<file path="config.mk">
export PLATFORM = sky130hd
export DESIGN_NAME = enc_8b10b_tx_flat
export DESIGN_NICKNAME = d
export VERILOG_FILES = /design/src/rtl/enc_8b10b_tx_if.sv /design/src/rtl/enc_8b10b_tx.sv /design/src/flat_wrapper.sv
export SDC_FILE = /design/constraint.sdc
export NUM_CORES = 1
export LEC_CHECK = 0
export ABC_AREA = 1
export ABC_CLOCK_PERIOD_IN_PS = 12640
export BUFFER_PORTS_ARGS = -buffer_cell sky130_fd_sc_hd__buf_4
export CAP_MARGIN = 20
export CORE_ASPECT_RATIO = 0.9
export CORE_MARGIN = 2
export CORE_UTILIZATION = 25
export DETAILED_ROUTE_END_ITERATION = 7
export SYNTH_ARGS = -nofsm -noshare
export SYNTH_HDL_FRONTEND = slang
export SYNTH_SLANG_ARGS = --single-unit
</file>
<file path="constraint.sdc">
create_clock -name BitCLK -period 12.64 [get_ports BitCLK]
set_input_delay 2.528 -clock BitCLK [delete_from_list [all_inputs] [get_ports BitCLK]]
set_output_delay 2.528 -clock BitCLK [all_outputs]
set_load 0.02 [all_outputs]
</file>
<file path="src/rtl/enc_8b10b_tx_if.sv">
// Byte-in / symbol-out bundle between the upstream byte source and the 8b/10b encoder.
// The master drives the byte handshake and the slave (encoder) returns the symbol and status.
interface enc_8b10b_tx_if;
    logic [7:0] TxData_8;
    logic       TxDataK;
    logic       TxValid;
    logic       TxReady;
    logic [9:0] TxParallel_10;
    logic       WordStart;
    logic       RunDisp;
    logic       CodeErr;

    modport master (
        output TxData_8,
        output TxDataK,
        output TxValid,
        input  TxReady,
        input  TxParallel_10,
        input  WordStart,
        input  RunDisp,
        input  CodeErr
    );

    modport slave (
        input  TxData_8,
        input  TxDataK,
        input  TxValid,
        output TxReady,
        output TxParallel_10,
        output WordStart,
        output RunDisp,
        output CodeErr
    );
endinterface

</file>
<file path="src/rtl/enc_8b10b_tx.sv">
// 8b/10b transmit encoder paced by a 10-cycle word counter, feeding the TX PISO one symbol per word.
// Define ENC_IDLE_COMMA_EN to fill idle word slots with K28.5; otherwise idle slots load 10'h000.
module enc_8b10b_tx (
    input  logic          BitCLK,
    input  logic          Reset,
    enc_8b10b_tx_if.slave tx
);

    logic [3:0] wordCnt_q, wordCnt_d;
    logic [9:0] symbol_q, symbol_d;
    logic       runDisp_q, runDisp_d;
    logic       wordStart_q, wordStart_d;
    logic       codeErr_q, codeErr_d;

    logic       loadSlot;
    logic       kLegal;
    logic [4:0] encX;
    logic [2:0] encY;
    logic       encK;
    logic       badK;

    logic [5:0] code6;
    logic [3:0] ones6;
    logic       unbal6;
    logic       compl6;
    logic [5:0] sixB;
    logic       rdMid;

    logic       useA7;
    logic [3:0] code4;
    logic [3:0] ones4;
    logic       unbal4;
    logic       compl4;
    logic [3:0] fourB;

    logic [9:0]        encSym;
    logic signed [4:0] symDisp;
    logic              encRd;

    function automatic logic [3:0] onesCount(input logic [9:0] v);
        logic [3:0] n;
        n = '0;
        for (int i = 0; i < 10; i++) begin
            n = n + {3'b000, v[i]};
        end
        return n;
    endfunction

    assign loadSlot = (wordCnt_q == 4'd9);

    assign kLegal = (tx.TxData_8[4:0] == 5'd28) ||
                    ((tx.TxData_8[7:5] == 3'd7) &&
                     ((tx.TxData_8[4:0] == 5'd23) || (tx.TxData_8[4:0] == 5'd27) ||
                      (tx.TxData_8[4:0] == 5'd29) || (tx.TxData_8[4:0] == 5'd30)));

    // Illegal K requests and idle slots both collapse onto K28.5 at the current disparity.
    always_comb begin
        encX = tx.TxData_8[4:0];
        encY = tx.TxData_8[7:5];
        encK = tx.TxDataK;
        badK = 1'b0;
        if (!tx.TxValid) begin
            encX = 5'd28;
            encY = 3'd5;
            encK = 1'b1;
        end else if (tx.TxDataK && !kLegal) begin
            encX = 5'd28;
            encY = 3'd5;
            encK = 1'b1;
            badK = 1'b1;
        end
    end

    // 5b/6b table, stored in the RD- form; RD+ uses the complement where the code is not self-balanced.
    always_comb begin
        code6 = 6'b000000;
        unique case (encX)
            5'd0:  code6 = 6'b100111;
            5'd1:  code6 = 6'b011101;
            5'd2:  code6 = 6'b101101;
            5'd3:  code6 = 6'b110001;
            5'd4:  code6 = 6'b110101;
            5'd5:  code6 = 6'b101001;
            5'd6:  code6 = 6'b011001;
            5'd7:  code6 = 6'b111000;
            5'd8:  code6 = 6'b111001;
            5'd9:  code6 = 6'b100101;
            5'd10: code6 = 6'b010101;
            5'd11: code6 = 6'b110100;
            5'd12: code6 = 6'b001101;
            5'd13: code6 = 6'b101100;
            5'd14: code6 = 6'b011100;
            5'd15: code6 = 6'b010111;
            5'd16: code6 = 6'b011011;
            5'd17: code6 = 6'b100011;
            5'd18: code6 = 6'b010011;
            5'd19: code6 = 6'b110010;
            5'd20: code6 = 6'b001011;
            5'd21: code6 = 6'b101010;
            5'd22: code6 = 6'b011010;
            5'd23: code6 = 6'b111010;
            5'd24: code6 = 6'b110011;
            5'd25: code6 = 6'b100110;
            5'd26: code6 = 6'b010110;
            5'd27: code6 = 6'b110110;
            5'd28: code6 = encK ? 6'b001111 : 6'b001110;
            5'd29: code6 = 6'b101110;
            5'd30: code6 = 6'b011110;
            5'd31: code6 = 6'b101011;
            default: code6 = 6'b000000;
        endcase
    end

    assign ones6  = onesCount({4'b0000, code6});
    assign unbal6 = (ones6 != 4'd3);
    assign compl6 = unbal6 || (encX == 5'd7);
    assign sixB   = (runDisp_q && compl6) ? ~code6 : code6;
    assign rdMid  = runDisp_q ^ unbal6;

    // A7 replaces P7 where P7 would create a run of five identical bits across the sub-block boundary.
    assign useA7 = !encK && (encY == 3'd7) &&
                   ((!rdMid && ((encX == 5'd17) || (encX == 5'd18) || (encX == 5'd20))) ||
                    ( rdMid && ((encX == 5'd11) || (encX == 5'd13) || (encX == 5'd14))));

    // 3b/4b table in the form used when the disparity after the 6b sub-block is RD-.
    always_comb begin
        code4 = 4'b0000;
        if (encK) begin
            unique case (encY)
                3'd0: code4 = 4'b1011;
                3'd1: code4 = 4'b0110;
                3'd2: code4 = 4'b1010;
                3'd3: code4 = 4'b1100;
                3'd4: code4 = 4'b1101;
                3'd5: code4 = 4'b0101;
                3'd6: code4 = 4'b1001;
                3'd7: code4 = 4'b0111;
                default: code4 = 4'b0000;
            endcase
        end else begin
            unique case (encY)
                3'd0: code4 = 4'b1011;
                3'd1: code4 = 4'b1001;
                3'd2: code4 = 4'b0101;
                3'd3: code4 = 4'b1100;
                3'd4: code4 = 4'b1101;
                3'd5: code4 = 4'b1010;
                3'd6: code4 = 4'b0110;
                3'd7: code4 = useA7 ? 4'b0111 : 4'b1110;
                default: code4 = 4'b0000;
            endcase
        end
    end

    assign ones4  = onesCount({6'b000000, code4});
    assign unbal4 = (ones4 != 4'd2);
    assign compl4 = unbal4 || (encY == 3'd3) || encK;
    assign fourB  = (rdMid && compl4) ? ~code4 : code4;

    assign encSym  = {sixB, fourB};
    assign symDisp = $signed({1'b0, onesCount(encSym)}) - 5'sd5;

    // A neutral symbol keeps the running disparity; an unbalanced one sets it to its own sign.
    always_comb begin
        encRd = runDisp_q;
        if (symDisp != 5'sd0) begin
            encRd = (symDisp > 5'sd0);
        end
    end

    // Word counter and symbol register update; loads happen only on the edge that ends count 9.
    always_comb begin
        wordCnt_d   = loadSlot ? 4'd0 : wordCnt_q + 4'd1;
        symbol_d    = symbol_q;
        runDisp_d   = runDisp_q;
        wordStart_d = 1'b0;
        codeErr_d   = codeErr_q;
        if (loadSlot) begin
            if (tx.TxValid) begin
                symbol_d    = encSym;
                runDisp_d   = encRd;
                wordStart_d = 1'b1;
                codeErr_d   = badK;
            end else begin
`ifdef ENC_IDLE_COMMA_EN
                symbol_d    = encSym;
                runDisp_d   = encRd;
                wordStart_d = 1'b1;
                codeErr_d   = 1'b0;
`else
                symbol_d    = 10'h000;
                codeErr_d   = 1'b0;
`endif
            end
        end
    end

    always_ff @(posedge BitCLK) begin
        if (Reset) begin
            wordCnt_q   <= 4'd0;
            symbol_q    <= 10'h000;
            runDisp_q   <= 1'b0;
            wordStart_q <= 1'b0;
            codeErr_q   <= 1'b0;
        end else begin
            wordCnt_q   <= wordCnt_d;
            symbol_q    <= symbol_d;
            runDisp_q   <= runDisp_d;
            wordStart_q <= wordStart_d;
            codeErr_q   <= codeErr_d;
        end
    end

    assign tx.TxReady       = loadSlot;
    assign tx.TxParallel_10 = symbol_q;
    assign tx.WordStart     = wordStart_q;
    assign tx.RunDisp       = runDisp_q;
    assign tx.CodeErr       = codeErr_q;

endmodule

</file>
<file path="src/flat_wrapper.sv">
// flat-port wrapper written by rule: the top's interface ports become plain ports
module enc_8b10b_tx_flat 
  (BitCLK, Reset, tx_TxData_8, tx_TxDataK, tx_TxValid, tx_TxReady, tx_TxParallel_10, tx_WordStart, tx_RunDisp, tx_CodeErr);
  enc_8b10b_tx_if tx_i ();
  input  logic BitCLK;
  input  logic Reset;
  input wire logic [$bits(tx_i.TxData_8)-1:0] tx_TxData_8;
  input wire logic [$bits(tx_i.TxDataK)-1:0] tx_TxDataK;
  input wire logic [$bits(tx_i.TxValid)-1:0] tx_TxValid;
  output wire logic [$bits(tx_i.TxReady)-1:0] tx_TxReady;
  output wire logic [$bits(tx_i.TxParallel_10)-1:0] tx_TxParallel_10;
  output wire logic [$bits(tx_i.WordStart)-1:0] tx_WordStart;
  output wire logic [$bits(tx_i.RunDisp)-1:0] tx_RunDisp;
  output wire logic [$bits(tx_i.CodeErr)-1:0] tx_CodeErr;
  assign tx_i.TxData_8 = tx_TxData_8;
  assign tx_i.TxDataK = tx_TxDataK;
  assign tx_i.TxValid = tx_TxValid;
  assign tx_TxReady = tx_i.TxReady;
  assign tx_TxParallel_10 = tx_i.TxParallel_10;
  assign tx_WordStart = tx_i.WordStart;
  assign tx_RunDisp = tx_i.RunDisp;
  assign tx_CodeErr = tx_i.CodeErr;
  enc_8b10b_tx u_core (.BitCLK(BitCLK), .Reset(Reset), .tx(tx_i));
endmodule
</file>
==> results of run 1 <==
## report_power, final
part	switching [mW]	internal [mW]	total [mW]	leakage (nW)
registers	0.000837	0.0545	0.0554	0.138
clock network	0.0177	0.0224	0.0401	0.0228
logic	0.0810	0.0580	0.139	1.05
total	0.0995	0.135	0.234	1.21
## cells by family (layout without fill, tap and decap cells)
family | after synthesis | in the layout
flip-flops | 17 | 17
adder cells (fa/ha/maj) | 19 | 19
AND/OR/NAND/NOR | 193 | 193
XOR/XNOR | 6 | 6
AO/OA/AOI/OAI | 30 | 30
buffers and inverters | 60 | 84
## registers in the layout, indices dropped and copies added (netlist names)
signal                   flops
u_core.wordCnt_q             4
u_core.tx.RunDisp            1
u_core.tx.WordStart          1
u_core.tx.TxParallel_10     10
u_core.tx.CodeErr            1
## layout make-up
class | count | area [um^2]
well taps | 99 | 124
inverters | 55 | 206
multi-input cells | 248 | 1540
flip-flops and latches | 17 | 340
repair buffers | 25 | 188
fillers | 859 | 5670
clock buffers | 4 | 45.0
## how the worst max path moves through the flow
stage                         startpoint                        endpoint  slack [ns]  cells past startpoint
final                     tx_TxData_8[1]  u_core.tx.RunDisp$_SDFFE_PP0P_        1.11                     48
after global routing      tx_TxData_8[1]  u_core.tx.RunDisp$_SDFFE_PP0P_        0.35                     48
after CTS                 tx_TxData_8[1]  u_core.tx.RunDisp$_SDFFE_PP0P_        1.07                     48
after detailed placement  tx_TxData_8[1]  u_core.tx.RunDisp$_SDFFE_PP0P_        0.85                     48
after global placement    tx_TxData_8[1]  u_core.tx.RunDisp$_SDFFE_PP0P_        0.94                     48
after floorplan           tx_TxData_8[0]  u_core.tx.RunDisp$_SDFFE_PP0P_        1.50                     51
## worst max-delay path, delay by kind of cell
kind,cells,cell delay (ns)
simple gates,20,2.56
xor+xnor,2,0.50
buf+inv,11,0.83
fa+ha+maj,12,4.80
compound gates,3,0.49
## cells in the final DEF (no fill, tap or decap), drive strengths merged
cell and count:
clkbuf 4, nand3 38, o21ai 13, nand4 9, nor3 3, nor2 41, nand2 90, fa 10
and2 7, xnor2 1, a21oi 12, xor2 5, nor2b 1, nand3b 1, dfxtp 17, buf 25
o211ai 4, and3b 1, clkinv 2, a22oi 1, ha 9, inv 53, nor3b 2
## metal layers
| metal | part of all wire [%] | routed length [um] | up-vias |
|---|---|---|---|
| li1 | - | - | 1076 |
| met1 | 47 | 2370 | 953 |
| met2 | 48 | 2430 | 58 |
| met3 | 5.0 | 251 | 2 |
| met4 | 0.12 | 6 | 0 |
| met5 | 0 | 0 | - |
## per-stage QoR
stage,std cells,power (mW),util [%],hold WS (ns),worst slack [ns]
2_1_floorplan,325,0.172,-,0.433,1.50
3_5_place_dp,444,0.197,29.5,0.444,0.851
3_3_place_gp,444,0.195,29.5,0.444,0.936
4_1_cts,448,0.238,30.1,0.455,1.07
5_1_grt,448,0.267,30.1,0.473,0.349
6_report,448,0.234,30.1,0.454,1.11
==> reports/results.ini, run 1 <==
[worst_hold_path]
min_to=u_core.tx.TxParallel_10[4]$_SDFFE_PP0P_
whs_path_depth=2
hold_class=flop to flop
min_from=u_core.tx.TxParallel_10[4]$_SDFFE_PP0P_

[clock_network]
cts_tree=done
cts_hold_buf=0
cts_root_buffer=clkbuf_8
clkTransAtPathRegs_ns=0.06
insertion_delay_ns=0.25
ctsResizeCount=0
cts_buffers=3
cts.sinks=17
cts_buffer_depth=2
htree_levels=1
cts_setup_buffers=0

[synth]
synthSimpleGateAreaFrac_pct=46.1
synthAdderAreaFrac_pct=14.8
synth_xor_xnor_area_share_pct=2.85
synthTopCellsByArea=dfxtp_1, nand2_1, fa_1
synth_seq_area_share_pct=16.1
synth_top_family_by_area=simple AND/OR/NAND/NOR gates
synth_top_area_share_pct=16.1
yosysTopAreaCell=dfxtp_1
synthMuxAreaShare_pct=0
synthArstFlopShare_pct=0
ys_ff_latch=17
synth_compound_gate_area_share_pct=9.01
synth_edf_count=0
yosysWarnings=0
synth_flop_cell=dfxtp_1
ys_types=35
synth_common_cells=nand2_1, inv_1, nand3_1, nor2_1, dfxtp_1
avgSynthCellArea_um2=6.49
syn_nets=356
syn_inst=325
yosysMostFrequentCell=nand2_1
synthesis.area_um2=2110

[drt]
drt-initial-drc-count=235
dr.pass1.iters=4
ant_nets=0
num_vias=2089
wl_per_cell_um=11.3
drcViolationCount=0
viasPerCell=4.66
totalWireLength_mm=5.06

[place]
post_dp_cell_area_um2=2390
gp_congestion=0.959
dp_hpwl_mm=4.27
numPortBuffers=25

[timing]
fin_crit_ns=11.53
finalHoldViolations=0
skew_ns=0.00205
tns_ns=0
max_freq_ghz=0.0867
rsz0062_at_grt=false
max_slew_margin_pct=46.1
fin_crit_sh_pct=91.2
setup_viol=0
drv_slew=0
tightest_slew_ns=0.806

[floorplan]
fp.dieH_um=91.2
die-area_um2=9190
core-area_um2=8110
rows=31
die_w_um=101
start_util_pct=26.0
num_io_pins=26

[critical_path]
ff2ff_setup_slack_ns=6.63
worst_r2r_endpoint=u_core.tx.RunDisp$_SDFFE_PP0P_
end_kind=flop
crit_path_max_fanout=8
max_stage_delay_ns=0.53
r2r_cells=28
timing.rr.start=u_core.tx.RunDisp$_SDFFE_PP0P_
crit_path_start_kind=primary input
slowest_stage=fa_1
worst-endpoint-arrival_ns=11.72
crit_required_ns=12.83
path_class=primary input to flop

[grt]
use_met2_pct=20.8
grt_pass1_vias=2055
use_met1_pct=16.4
grt_first_pass_wirelength_mm=9.23
busiest_layer=met2
grt_overflow=0
grt_util_all_layers_pct=12.1
use_met3_pct=2.16
antenna_found_initial=0
grt_max_degree=14

[power]
power.density_nw_per_um2=96.1
vdd_drop_max_uv=47.5
p_leak_nw=1.21

[layout]
nets=381
syn2layout_area_growth_pct=15.5
diodes=0
drive_above_1_share_pct=19.5
fin_area_um2=2440

[flow_run]
drv_cap=0

[status]
status=complete, no violations

No activity file was read; power rests on OpenSTA's default activity.
==> inputs of run 2 (changes only) <==
--- a/config.mk
+++ b/config.mk
@@ -11,2 +11,4 @@
 export CAP_MARGIN = 20
+export CELL_PAD_IN_SITES_DETAIL_PLACEMENT = 2
+export CELL_PAD_IN_SITES_GLOBAL_PLACEMENT = 2
 export CORE_ASPECT_RATIO = 0.9
@@ -15,2 +17,4 @@
 export DETAILED_ROUTE_END_ITERATION = 7
+export GPL_TIMING_DRIVEN = 0
+export PLACE_DENSITY_LB_ADDON = 0.1
 export SYNTH_ARGS = -nofsm -noshare
--- a/constraint.sdc
+++ b/constraint.sdc
@@ -3,2 +3,2 @@
 set_output_delay 2.528 -clock BitCLK [all_outputs]
-set_load 0.02 [all_outputs]
+set_load 0.05 [all_outputs]
==> run 2 against run 1 <==
- sequential power about the same
- highest routed layer unchanged
- maximum frequency down 1.8%
- register-to-register slack lost 0.19 ns
- flip-flop and latch count is the same
- global-route usage grew 3.9 points
- die area stayed put
- final cell count rose by 1.3%
- routed wire length rose by 34%
- power up 6.5%
==> reports/results.ini, run 2 (synthesis results as in run 1) <==
[critical_path]
max_stage_delay_ns=0.54
worst-endpoint-arrival_ns=11.93
crit_path_max_fanout=8
path_class=primary input to flop
end_kind=flop
crit_family=adder cells
crit_path_start_kind=primary input
crit_required_ns=12.83
slowest_stage=fa_1
cp.buffers_inverters=13

[layout]
final_cell_mix=nand2_1, inv_1, nor2_1, nand3_1, buf_4
register_area_um2=340
final_common_cell=nand2_1
diodes=0
fill_cells=1003
postLayoutCoreUtil_pct=30.6
multi_input_area_um2=1540
drive_above_1_share_pct=20.8
syn2layout_area_growth_pct=17.7
largest_reg_flops=10
nets=387

[clock_network]
insertion_delay_ns=0.25
cts_root_buffer=clkbuf_8
cts_buffers=3
htree_levels=1
cts_hold_buf=0
cts_tree=done
cts_buffer_depth=2
cts.sinks=17
clkTransAtPathRegs_ns=0.07

[floorplan]
fp.dieH_um=91.2
core-area_um2=8110
rows=31
start_util_pct=26.0
die_w_um=101
die-area_um2=9190
num_io_pins=26

[drt]
drcViolationCount=0
viasPerCell=4.74
drt-initial-drc-count=50
ant_nets=0
num_vias=2154
totalWireLength_mm=6.80
dr.pass1.iters=4
wl_per_cell_um=15.0

[timing]
finalWorstSetupSlack_ns=0.899
skew_ns=0.00104
setup_viol=0
finalHoldViolations=0
fin_crit_sh_pct=92.9
fin_crit_ns=11.74
timing.hold.ws_ns=0.457
max_slew_margin_pct=65.9
tns_ns=0
drv_slew=0
rsz0062_at_grt=false
max_freq_ghz=0.0852
tightest_slew_ns=0.512

[grt]
grt_util_all_layers_pct=16.0
grt_overflow=0
grt_max_degree=11
grt_pass1_vias=2305
grt_first_pass_wirelength_mm=11.7
antenna_found_initial=0

[place]
gp_congestion=0.766
pre_cts_slack_ns=0.271
dp_hpwl_mm=5.86
numPortBuffers=24

[power]
power_mw=0.250
vdd_drop_max_uv=41.1
power.density_nw_per_um2=101
p_leak_nw=1.23

[flow_run]
drv_cap=0

[status]
status=complete, no violations

[worst_hold_path]
hold_class=flop to flop

==> run 2: per-stage QoR <==
step / instance area (um^2) / cells
floorplan: 2110 / 325
global placement: 2410 / 448
detailed placement: 2410 / 448
CTS: 2460 / 452
global route: 2480 / 454
finish: 2480 / 454
==> run 2: final cells by class <==
| type | count | area share (%) |
|---|---|---|
| plain buffers | 5 | 1.16 |
| well taps | 99 | 4.99 |
| flip-flops and latches | 17 | 13.7 |
| inverters | 55 | 8.46 |
| clock buffers | 4 | 1.81 |
| multi-input cells | 248 | 62.0 |
| repair buffers | 26 | 7.86 |
==> run 2: routing by layer <==
layer  vias to the layer above  track usage [%]  routed length [um]
met2                        19             26.1                3140
met5                         -                0                   0
li1                       1083                -                   -
met1                      1050             23.3                3520
met4                         0            0.685                  14
met3                         2             2.31                 119
==> run 2: worst min-delay path, cell delays in order, from the launching register on <==
cell and delay, ns:
dfxtp_1 0.31, nand2_1 0.06, nand2_1 0.04
==> run 2: final timing paths <==
check                                          startpoint  cells after the start  slack, ns                                       to
setup / recovery                           tx_TxData_8[1]                     50       0.90           u_core.tx.RunDisp$_SDFFE_PP0P_
hold reg to reg   u_core.tx.TxParallel_10[5]$_SDFFE_PP0P_                      2       0.46  u_core.tx.TxParallel_10[5]$_SDFFE_PP0P_
setup reg to reg           u_core.tx.RunDisp$_SDFFE_PP0P_                     29       6.44           u_core.tx.RunDisp$_SDFFE_PP0P_
hold / removal    u_core.tx.TxParallel_10[5]$_SDFFE_PP0P_                      2       0.46  u_core.tx.TxParallel_10[5]$_SDFFE_PP0P_
==> run 2: repair_timing <==
action,in CTS,in global routing
setup endpoints to repair,0,1
resized for setup,0,2
buffers inserted,0,2
==> run 2: power breakdown <==
| group | total (mW) | switching, mW | leakage (nW) | internal [mW] |
|---|---|---|---|---|
| logic | 0.154 | 0.0904 | 1.07 | 0.0634 |
| clock network | 0.0406 | 0.0182 | 0.0228 | 0.0224 |
| registers | 0.0553 | 0.000835 | 0.138 | 0.0545 |
| total | 0.250 | 0.109 | 1.23 | 0.140 |
